File: src/rtl/trace_arb_pkg.sv
// rtl/trace_arb_pkg.sv - state encoding and character constants shared by trace_arbiter
package trace_arb_pkg;

   typedef enum logic {
      IDLE = 1'b0,
      BUSY = 1'b1
   } state_t;

   localparam logic [7:0] CH_START = 8'h5E;
   localparam logic [7:0] CH_END   = 8'h23;
   localparam logic [7:0] CH_LF    = 8'h0A;

   localparam int NSRC = 2;

endpackage

File: src/rtl/trace_arb_rr.sv
// rtl/trace_arb_rr.sv - two-way round-robin pick between record-start candidates
module trace_arb_rr
   import trace_arb_pkg::*;
(
   input  logic [NSRC-1:0] cand,
   input  logic            rr,
   output logic            win
);

   // Contention goes to the pointer; otherwise the lone candidate wins (0 when none).
   assign win = (cand == 2'b11) ? rr : cand[1];

endmodule

File: src/rtl/trace_arbiter.sv
// rtl/trace_arbiter.sv - grants one of two character sources a whole '^'..'#' trace record
// Optional record timeout and abort when built with TRACE_ARB_TIMEOUT_EN.
module trace_arbiter
   import trace_arb_pkg::*;
#(
   parameter int TIMEOUT = 64,
   parameter int CNT_W   = 8
) (
   input  logic             clk,
   input  logic             reset,
   input  logic [NSRC-1:0]  in_valid,
   input  logic [7:0]       in_char0,
   input  logic [7:0]       in_char1,
   output logic [NSRC-1:0]  in_ready,
   output logic             out_valid,
   output logic [7:0]       out_char,
   output logic             out_src,
   input  logic [1:0]       fmt_in,
   output logic             rec_done,
   output logic             abort,
   output logic [CNT_W-1:0] good_cnt0,
   output logic [CNT_W-1:0] good_cnt1
);

   if (TIMEOUT < 2 || TIMEOUT > 255) begin : g_bad_timeout
      $error("trace_arbiter: TIMEOUT must be within 2..255");
   end

   state_t           state_q, state_d;
   logic             g_q, g_d;
   logic             rr_q, rr_d;
   logic             out_valid_q, out_valid_d;
   logic [7:0]       out_char_q, out_char_d;
   logic             out_src_q, out_src_d;
   logic             rec_done_q, rec_done_d;
   logic [CNT_W-1:0] good_cnt0_q, good_cnt0_d;
   logic [CNT_W-1:0] good_cnt1_q, good_cnt1_d;
   // Stage 1 of the tag pipeline lines up with the cycle the checker result is valid.
   logic [1:0]       tag_vld_q, tag_vld_d;
   logic [1:0]       tag_src_q, tag_src_d;

   logic [NSRC-1:0]  cand;
   logic             win;
   logic [NSRC-1:0]  rdy;
   logic [7:0]       g_char;

`ifdef TRACE_ARB_TIMEOUT_EN
   logic [7:0]       tmo_cnt_q, tmo_cnt_d;
   logic             abort_q, abort_d;
   assign abort = abort_q;
`else
   assign abort = 1'b0;
`endif

   assign cand[0] = in_valid[0] && (in_char0 == CH_START);
   assign cand[1] = in_valid[1] && (in_char1 == CH_START);
   assign g_char  = g_q ? in_char1 : in_char0;

   trace_arb_rr u_rr (
      .cand (cand),
      .rr   (rr_q),
      .win  (win)
   );

   always_comb begin
      state_d     = state_q;
      g_d         = g_q;
      rr_d        = rr_q;
      out_valid_d = 1'b0;
      out_char_d  = out_char_q;
      out_src_d   = out_src_q;
      rec_done_d  = 1'b0;
      good_cnt0_d = good_cnt0_q;
      good_cnt1_d = good_cnt1_q;
      tag_vld_d   = {tag_vld_q[0], 1'b0};
      tag_src_d   = {tag_src_q[0], tag_src_q[0]};
      rdy         = '0;
`ifdef TRACE_ARB_TIMEOUT_EN
      tmo_cnt_d   = tmo_cnt_q;
      abort_d     = 1'b0;
`endif

      if (tag_vld_q[1] && (fmt_in != 2'b00)) begin
         if (!tag_src_q[1] && (good_cnt0_q != '1)) good_cnt0_d = good_cnt0_q + CNT_W'(1);
         if ( tag_src_q[1] && (good_cnt1_q != '1)) good_cnt1_d = good_cnt1_q + CNT_W'(1);
      end

      case (state_q)
         IDLE: begin
            // Everything except the losing '^' is taken; non-start characters are dropped.
            rdy[0] = !(cand[0] &&  win);
            rdy[1] = !(cand[1] && !win);
`ifdef TRACE_ARB_TIMEOUT_EN
            tmo_cnt_d = '0;
`endif
            if (cand != '0) begin
               out_valid_d = 1'b1;
               out_char_d  = CH_START;
               out_src_d   = win;
               g_d         = win;
               state_d     = BUSY;
            end
         end
         BUSY: begin
            rdy[g_q] = 1'b1;
            if (in_valid[g_q]) begin
               out_valid_d = 1'b1;
               out_char_d  = g_char;
               out_src_d   = g_q;
`ifdef TRACE_ARB_TIMEOUT_EN
               tmo_cnt_d   = '0;
`endif
               if (g_char == CH_END) begin
                  rec_done_d   = 1'b1;
                  state_d      = IDLE;
                  rr_d         = ~g_q;
                  tag_vld_d[0] = 1'b1;
                  tag_src_d[0] = g_q;
               end
            end
`ifdef TRACE_ARB_TIMEOUT_EN
            else if (tmo_cnt_q == 8'(TIMEOUT - 1)) begin
               // Line feed lets the checker drop the partial record and resynchronise.
               abort_d     = 1'b1;
               out_valid_d = 1'b1;
               out_char_d  = CH_LF;
               out_src_d   = g_q;
               state_d     = IDLE;
               rr_d        = ~g_q;
               tmo_cnt_d   = '0;
            end else begin
               tmo_cnt_d = tmo_cnt_q + 8'd1;
            end
`endif
         end
         default: state_d = IDLE;
      endcase

      in_ready = reset ? rdy : '0;
   end

   always_ff @(posedge clk or negedge reset) begin
      if (!reset) begin
         state_q     <= IDLE;
         g_q         <= 1'b0;
         rr_q        <= 1'b0;
         out_valid_q <= 1'b0;
         out_char_q  <= 8'h00;
         out_src_q   <= 1'b0;
         rec_done_q  <= 1'b0;
         good_cnt0_q <= '0;
         good_cnt1_q <= '0;
         tag_vld_q   <= '0;
         tag_src_q   <= '0;
`ifdef TRACE_ARB_TIMEOUT_EN
         tmo_cnt_q   <= '0;
         abort_q     <= 1'b0;
`endif
      end else begin
         state_q     <= state_d;
         g_q         <= g_d;
         rr_q        <= rr_d;
         out_valid_q <= out_valid_d;
         out_char_q  <= out_char_d;
         out_src_q   <= out_src_d;
         rec_done_q  <= rec_done_d;
         good_cnt0_q <= good_cnt0_d;
         good_cnt1_q <= good_cnt1_d;
         tag_vld_q   <= tag_vld_d;
         tag_src_q   <= tag_src_d;
`ifdef TRACE_ARB_TIMEOUT_EN
         tmo_cnt_q   <= tmo_cnt_d;
         abort_q     <= abort_d;
`endif
      end
   end

   assign out_valid = out_valid_q;
   assign out_char  = out_char_q;
   assign out_src   = out_src_q;
   assign rec_done  = rec_done_q;
   assign good_cnt0 = good_cnt0_q;
   assign good_cnt1 = good_cnt1_q;

endmodule

File: config.mk
export PLATFORM = sky130hd
export DESIGN_NAME = trace_arbiter
export DESIGN_NICKNAME = d
export VERILOG_FILES = /design/src/rtl/trace_arb_pkg.sv /design/src/rtl/trace_arb_rr.sv /design/src/rtl/trace_arbiter.sv
export SDC_FILE = /design/constraint.sdc
export NUM_CORES = 1
export LEC_CHECK = 0
export ABC_CLOCK_PERIOD_IN_PS = 2900
export CAP_MARGIN = 0
export CORE_ASPECT_RATIO = 2
export CORE_MARGIN = 2
export CORE_UTILIZATION = 40
export CTS_CLUSTER_DIAMETER = 200
export DETAILED_ROUTE_END_ITERATION = 8
export GPL_ROUTABILITY_DRIVEN = 1
export PLACE_DENSITY_LB_ADDON = 0.05
export SLEW_MARGIN = 20
export SYNTH_ARGS = -nofsm -noshare
export SYNTH_HDL_FRONTEND = slang
export SYNTH_HIERARCHICAL = 1
export SYNTH_SLANG_ARGS = --single-unit
export TNS_END_PERCENT = 100
File: constraint.sdc
create_clock -name clk -period 2.9 [get_ports clk]
set_input_delay 0.435 -clock clk [delete_from_list [all_inputs] [get_ports clk]]
set_output_delay 0.435 -clock clk [all_outputs]
set_load 0.005 [all_outputs]
# [Word level (Yosys, flattened, before mapping)]
# Index checks and enable logic that the tools add are counted.
[word_totals] inputBits=22 word_cells=68 output_inout_bits=30 register_bits=34
[classes] n_lt_le_gt_ge=2 bitwise=2 muxes=23 reduce_logical=19 add_sub_neg=2 n_eq_ne=8
[op_table] op="8-bit 2-to-1 mux" n=3
[op_table] op="8-bit by 1-bit adder with 8-bit output (second input constant)" n=2
[op_table] op="8-bit by 7-bit equality test with 1-bit output (second input constant)" n=2
[op_table] op="8-bit != test (second input constant)" n=2
[op_table] op="8-bit one-hot mux with 2 select lines" n=1
[op_table] op="1-bit 2-to-1 mux" n=13
[op_table] op="8-bit by 6-bit equality test with 1-bit output (second input constant)" n=1
[op_table] op="1-bit logical AND" n=8
[op_table] op="2-bit AND reduction" n=4
[op_table] op="1-bit one-hot mux with 2 select lines" n=3
[op_table] op="1-bit logical NOT" n=4
[op_table] op="2-bit one-hot mux with 2 select lines" n=1
[op_table] op="2-bit nonzero test" n=2
[op_table] op="3-bit AND reduction" n=1
[op_table] op="2-bit equality test (second input constant)" n=1
[op_table] op="1-bit by 2-bit less-than comparator with 1-bit output (second input constant)" n=1
[op_table] op="2-bit 2-to-1 mux" n=1
[op_table] op="2-bit by 1-bit != test with 1-bit output (second input constant)" n=1
[op_table] op="2-bit != test (second input constant)" n=1
[op_table] op="1-bit inverter" n=2
[op_table] op="1-bit demux with 1-bit select" n=1
[op_table] op="1-bit >= comparator (second input constant)" n=1

# [Longest topological paths before layout]
[logic_depth] depth_word=9 ltp_mapped=6 ltp_nobuf=6

# [Hierarchy]
# The synthesis kept the hierarchy.
[by_module_without_submodules] module="trace_arbiter" area_each_um2=1606.5 instances=1 cells_per_inst=144 seq_area_each_um2=825.8
[by_module_without_submodules] module="trace_arb_rr" area_each_um2=11.3 instances=1 cells_per_inst=2 seq_area_each_um2=0.0

# [Worst setup path before layout]
# OpenSTA, ideal clock, no wires.
[synth_path] kind="input-to-output" from="input port in_char0[0]" to="output port in_ready[1]" slack_ns=0.874 required_ns=2.465 arrival_time_ns=1.591 stages=5 path_buffers=0 cell_sequence="or4b_1 > nor3_1 > a21boi_1 > nor2_1 > a21oi_1"
[synth_between] elab_chain_cells=9
[synth_lines] element="start, declared" line_no="trace_arbiter.sv:12" rtl="input logic [7:0] in_char0,"
[synth_lines] element="8-bit by 7-bit equality test with 1-bit output" line_no="trace_arbiter.sv:55" rtl="assign cand[0] = in_valid[0] && (in_char0 == CH_START);"
[synth_lines] element="1-bit logical AND" line_no="trace_arbiter.sv:55"
[synth_lines] element="via cand[0]" line_no="trace_arbiter.sv:42" rtl="logic [NSRC-1:0] cand;"
[synth_lines] element="2-bit equality test" line_no="trace_arb_rr.sv:11" rtl="assign win = (cand == 2'b11) ? rr : cand[1];"
[synth_lines] element="1-bit 2-to-1 mux" line_no="trace_arb_rr.sv:11"
[synth_lines] element="via win" line_no="trace_arbiter.sv:43" rtl="logic win;"
[synth_lines] element="1-bit logical NOT" line_no="trace_arbiter.sv:92" rtl="rdy[1] = !(cand[1] && !win);"
[synth_lines] element="1-bit logical AND" line_no="trace_arbiter.sv:92"
[synth_lines] element="1-bit logical NOT" line_no="trace_arbiter.sv:92"
[synth_lines] element="2-bit one-hot mux with 2 select lines" line_no="trace_arbiter.sv:88" rtl="case (state_q)"
[synth_lines] element="2-bit 2-to-1 mux" line_no="trace_arbiter.sv:139" rtl="in_ready = reset ? rdy : '0;"
[synth_lines] element="end, declared" line_no="trace_arbiter.sv:14" rtl="output logic [NSRC-1:0] in_ready,"
# The timed path passes the listed nets, and every way through them passes these cells.

# [Worst setup path in the final report]
# Same ends and word-level chain as after synthesis.

==> impl_metrics.py <==
metrics = {
    "outcome": {
        "status": "finished, final reports clean",
    },
    "power_and_ir_drop": {
        "p_leak_nw": 0.989,
        "power_mw": 1.18,
        "ir_drop_mv": 0.421,
        "p_per_area_mw_per_mm2": 509,
    },
    "setup_path": {
        "crit_path_end_kind": "output port",
        "r2r-end": "good_cnt0[1]$_DFFE_PN0P_",
        "cp.arrival_ns": 2.33,
        "r2r_setup_slack_ns": 1.03,
        "worstPathMaxFanout": 3,
        "path_cells": "clkdlybuf4s50_1 -> or4b_4 -> nor3_4 -> a21boi_2 -> nor2_2 -> a21oi_1 -> clkdlybuf4s50_1",
        "rr_worst_depth": 4,
        "slowest_stage": "or4b_4",
        "cpMostUsedCell": "clkdlybuf4s50_1",
        "start_kind": "primary input",
        "slowest_delay_ns": 0.58,
        "cp.required_ns": 2.47,
        "path_class": "primary input to output port",
        "reg2reg_from": "good_cnt0[0]$_DFFE_PN0P_",
        "startpoint": "in_char0[0]",
    },
    "synthesis": {
        "ys_seq_area_frac": 0.510,
        "syn_area_mm2": 0.00162,
        "yosysUniqueCellTypes": 42,
        "syn_inst": 146,
        "syn-mean-instance-area_um2": 11.1,
        "yosys_warnings": 6,
        "synth_fp_nets": 170,
        "synth_seq_cells": 33,
    },
    "drt": {
        "routedWlPerCell_um": 14.6,
        "vias": 1352,
        "via_per_inst": 5.26,
        "drt_wl_total_um": 3760,
        "drcViolationCount": 0,
        "drtPass1Iterations": 4,
        "antenna_left": 0,
        "drtIter0Drc": 24,
    },
    "timing": {
        "layout_min_cycle_time_ns": 2.76,
        "worst_pin_slew_ns": 0.580,
        "skew_ns": 0.00304,
        "fin_hold_ws_ns": 0.364,
        "slew_headroom": 0.609,
        "drv_slew": 0,
        "max_freq_mhz": 362,
        "finalSetupViolCount": 0,
        "rsz0062_at_grt": "yes",
        "hold_viol": 0,
        "finalCritPeriodShare": 0.953,
    },
    "grt": {
        "grt_busiest_layer": "met2",
        "grt_util_met3": 0.0366,
        "met1_usage": 0.171,
        "overflow": 0,
        "grt_pass1_vias": 1421,
        "grt_pass1_wl_um": 6330,
        "grtUsageTotal": 0.182,
        "grt_max_degree": 33,
        "antenna_found_initial": 0,
        "grt_use_met2": 0.349,
    },
    "floorplan": {
        "die_h_um": 93.9,
        "io_pins": 52,
        "fp.coreArea_mm2": 0.00388,
        "fp.dieW_um": 49.0,
        "die_area_mm2": 0.00460,
        "initial_utilization": 0.417,
        "row_count": 32,
    },
    "job": {
        "maxCapViolCount": 0,
    },
    "cts": {
        "clk_pin_slew_ns": 0.06,
        "cts_sinks": 33,
        "cts_buffers": 5,
        "cts_tree": "done",
        "cts-root-buf": "clkbuf_8",
        "clk_latency_ns": 0.28,
        "htree_num_levels": 2,
        "cts_hold_buf": 0,
        "ctsLongestPathBuffers": 2,
    },
    "placed_design": {
        "portBuffers": 50,
        "dp_hpwl_um": 2980,
        "dpl_cell_area_mm2": 0.00220,
        "routabilityCongestion": 0.822,
    },
    "final_layout": {
        "final_nets": 230,
        "fillCellCount": 365,
        "final_area_mm2": 0.00232,
        "drive_gt1_frac": 0.131,
        "syn_to_final_growth_pct": 43.4,
        "diodes": 0,
    },
    "min_path": {
        "hp-class": "primary input to asynchronous set/reset pin",
    },
}
## placed cells by master, fill, tap and decap left out, types with 5 or more instances in the layout
master / instances
nor2_1: 5
nand4_1: 5
dfrtp_1: 33
buf_4: 8
xnor2_1: 12
o21ai_0: 8
clkdlybuf4s50_1: 49
mux2i_1: 7
inv_1: 5
nand3_1: 6
clkbuf_8: 6
nand2_1: 10
## per-stage QoR
stage,utilization,setup slack [ns],instances,setup TNS [ns]
4_1_cts,0.591,0.0486,257,0
2_1_floorplan,-,0.874,146,0
3_5_place_dp,0.568,-0.0164,250,-0.0271
3_3_place_gp,0.568,0.00615,250,0
6_report,0.597,0.138,257,0
5_1_grt,0.597,-0.0169,257,-0.0169
## synth_stat cells
master     number  share of area
a211oi_2        1         0.0077
a21boi_1        1         0.0046
a21oi_1         2         0.0062
a2bb2oi_1       4          0.022
a31oi_1         1         0.0039
and2_4          1         0.0054
and3_1          3          0.012
and3b_1         1         0.0054
and4_1          1         0.0054
buf_4           1         0.0046
buf_6           2          0.014
clkbuf_1        2         0.0046
conb_1          1         0.0023
dfrtp_1        33           0.51
ha_1            2          0.015
inv_1           5          0.012
mux2_2          3          0.021
mux2_4          1         0.0093
mux2i_1         7          0.043
nand2_1        10          0.023
nand2b_1        2         0.0077
nand3_1         6          0.019
nand3b_1        2         0.0093
nand4_1         5          0.019
nand4b_1        2          0.011
nand4bb_1       1         0.0070
nor2_1          6          0.014
nor3_1          3         0.0093
nor3b_1         1         0.0046
nor4_1          2         0.0077
nor4b_1         1         0.0054
o211a_1         2          0.012
o21a_1          1         0.0046
o21ai_0         8          0.025
o22ai_1         3          0.012
o31a_1          1         0.0054
or2_2           1         0.0039
or3_1           1         0.0039
or4b_1          1         0.0062
or4b_2          1         0.0062
xnor2_1        12          0.065
xor2_1          2          0.011
## worst max-delay path by stage
stage / endpoint / slack, ns
finish: in_ready[1] / 0.14
global route: in_ready[1] / -0.02
CTS: in_ready[0] / 0.05
detailed placement: in_ready[0] / -0.02
global placement: in_ready[0] / 0.006
floorplan: in_ready[1] / 0.87
## metal layers
layer | up-vias | share of wire
li1 | 642 | -
met1 | 647 | 0.34
met2 | 53 | 0.58
met3 | 10 | 0.040
met4 | 0 | 0.030
met5 | - | 0
## where the power goes
part | leakage (nW) | switching [mW] | internal, mW
Combinational | 0.506 | 0.0881 | 0.185
Sequential | 0.438 | 0.0395 | 0.522
Clock | 0.0443 | 0.157 | 0.188
## final cells by class
type | instances | area (µm²) | area share
flip-flops and latches | 33 | 826 | 0.356
multi-input cells | 103 | 762 | 0.328
repair buffers | 58 | 563 | 0.243
clock buffers | 7 | 86.3 | 0.0372
well taps | 51 | 63.8 | 0.0275
inverters | 5 | 18.8 | 0.00809
## state kept, by name, summed over array words and instances, names as in the netlist
| signal | cells |
|---|---|
| out_char | 8 |
| tag_vld_q | 2 |
| out_src | 1 |
| tag_src_q | 2 |
| good_cnt0 | 8 |
| state_q | 1 |
| rr_q | 1 |
| good_cnt1 | 8 |
| out_valid | 1 |
| g_q | 1 |
## logic make-up after synthesis
logic type | share of synthesized area
simple gates | 0.185
flops | 0.510
compound gates | 0.103
xor+xnor | 0.0758
mux | 0.0735
buf+inv | 0.0348
fa+ha+maj | 0.0155
other cells | 0.00232
## worst max-delay path: cells and delay by family
family | cells | cell delay, ns
compound gates | 2 | 0.18
buf+inv | 2 | 0.86
simple gates | 3 | 0.85
## repair_timing
item,in CTS,in global routing
resized for setup,1,6
setup endpoints to repair,2,2
setup buffers,0,0
pin swaps,0,1
(Power assumes the default switching activity.)
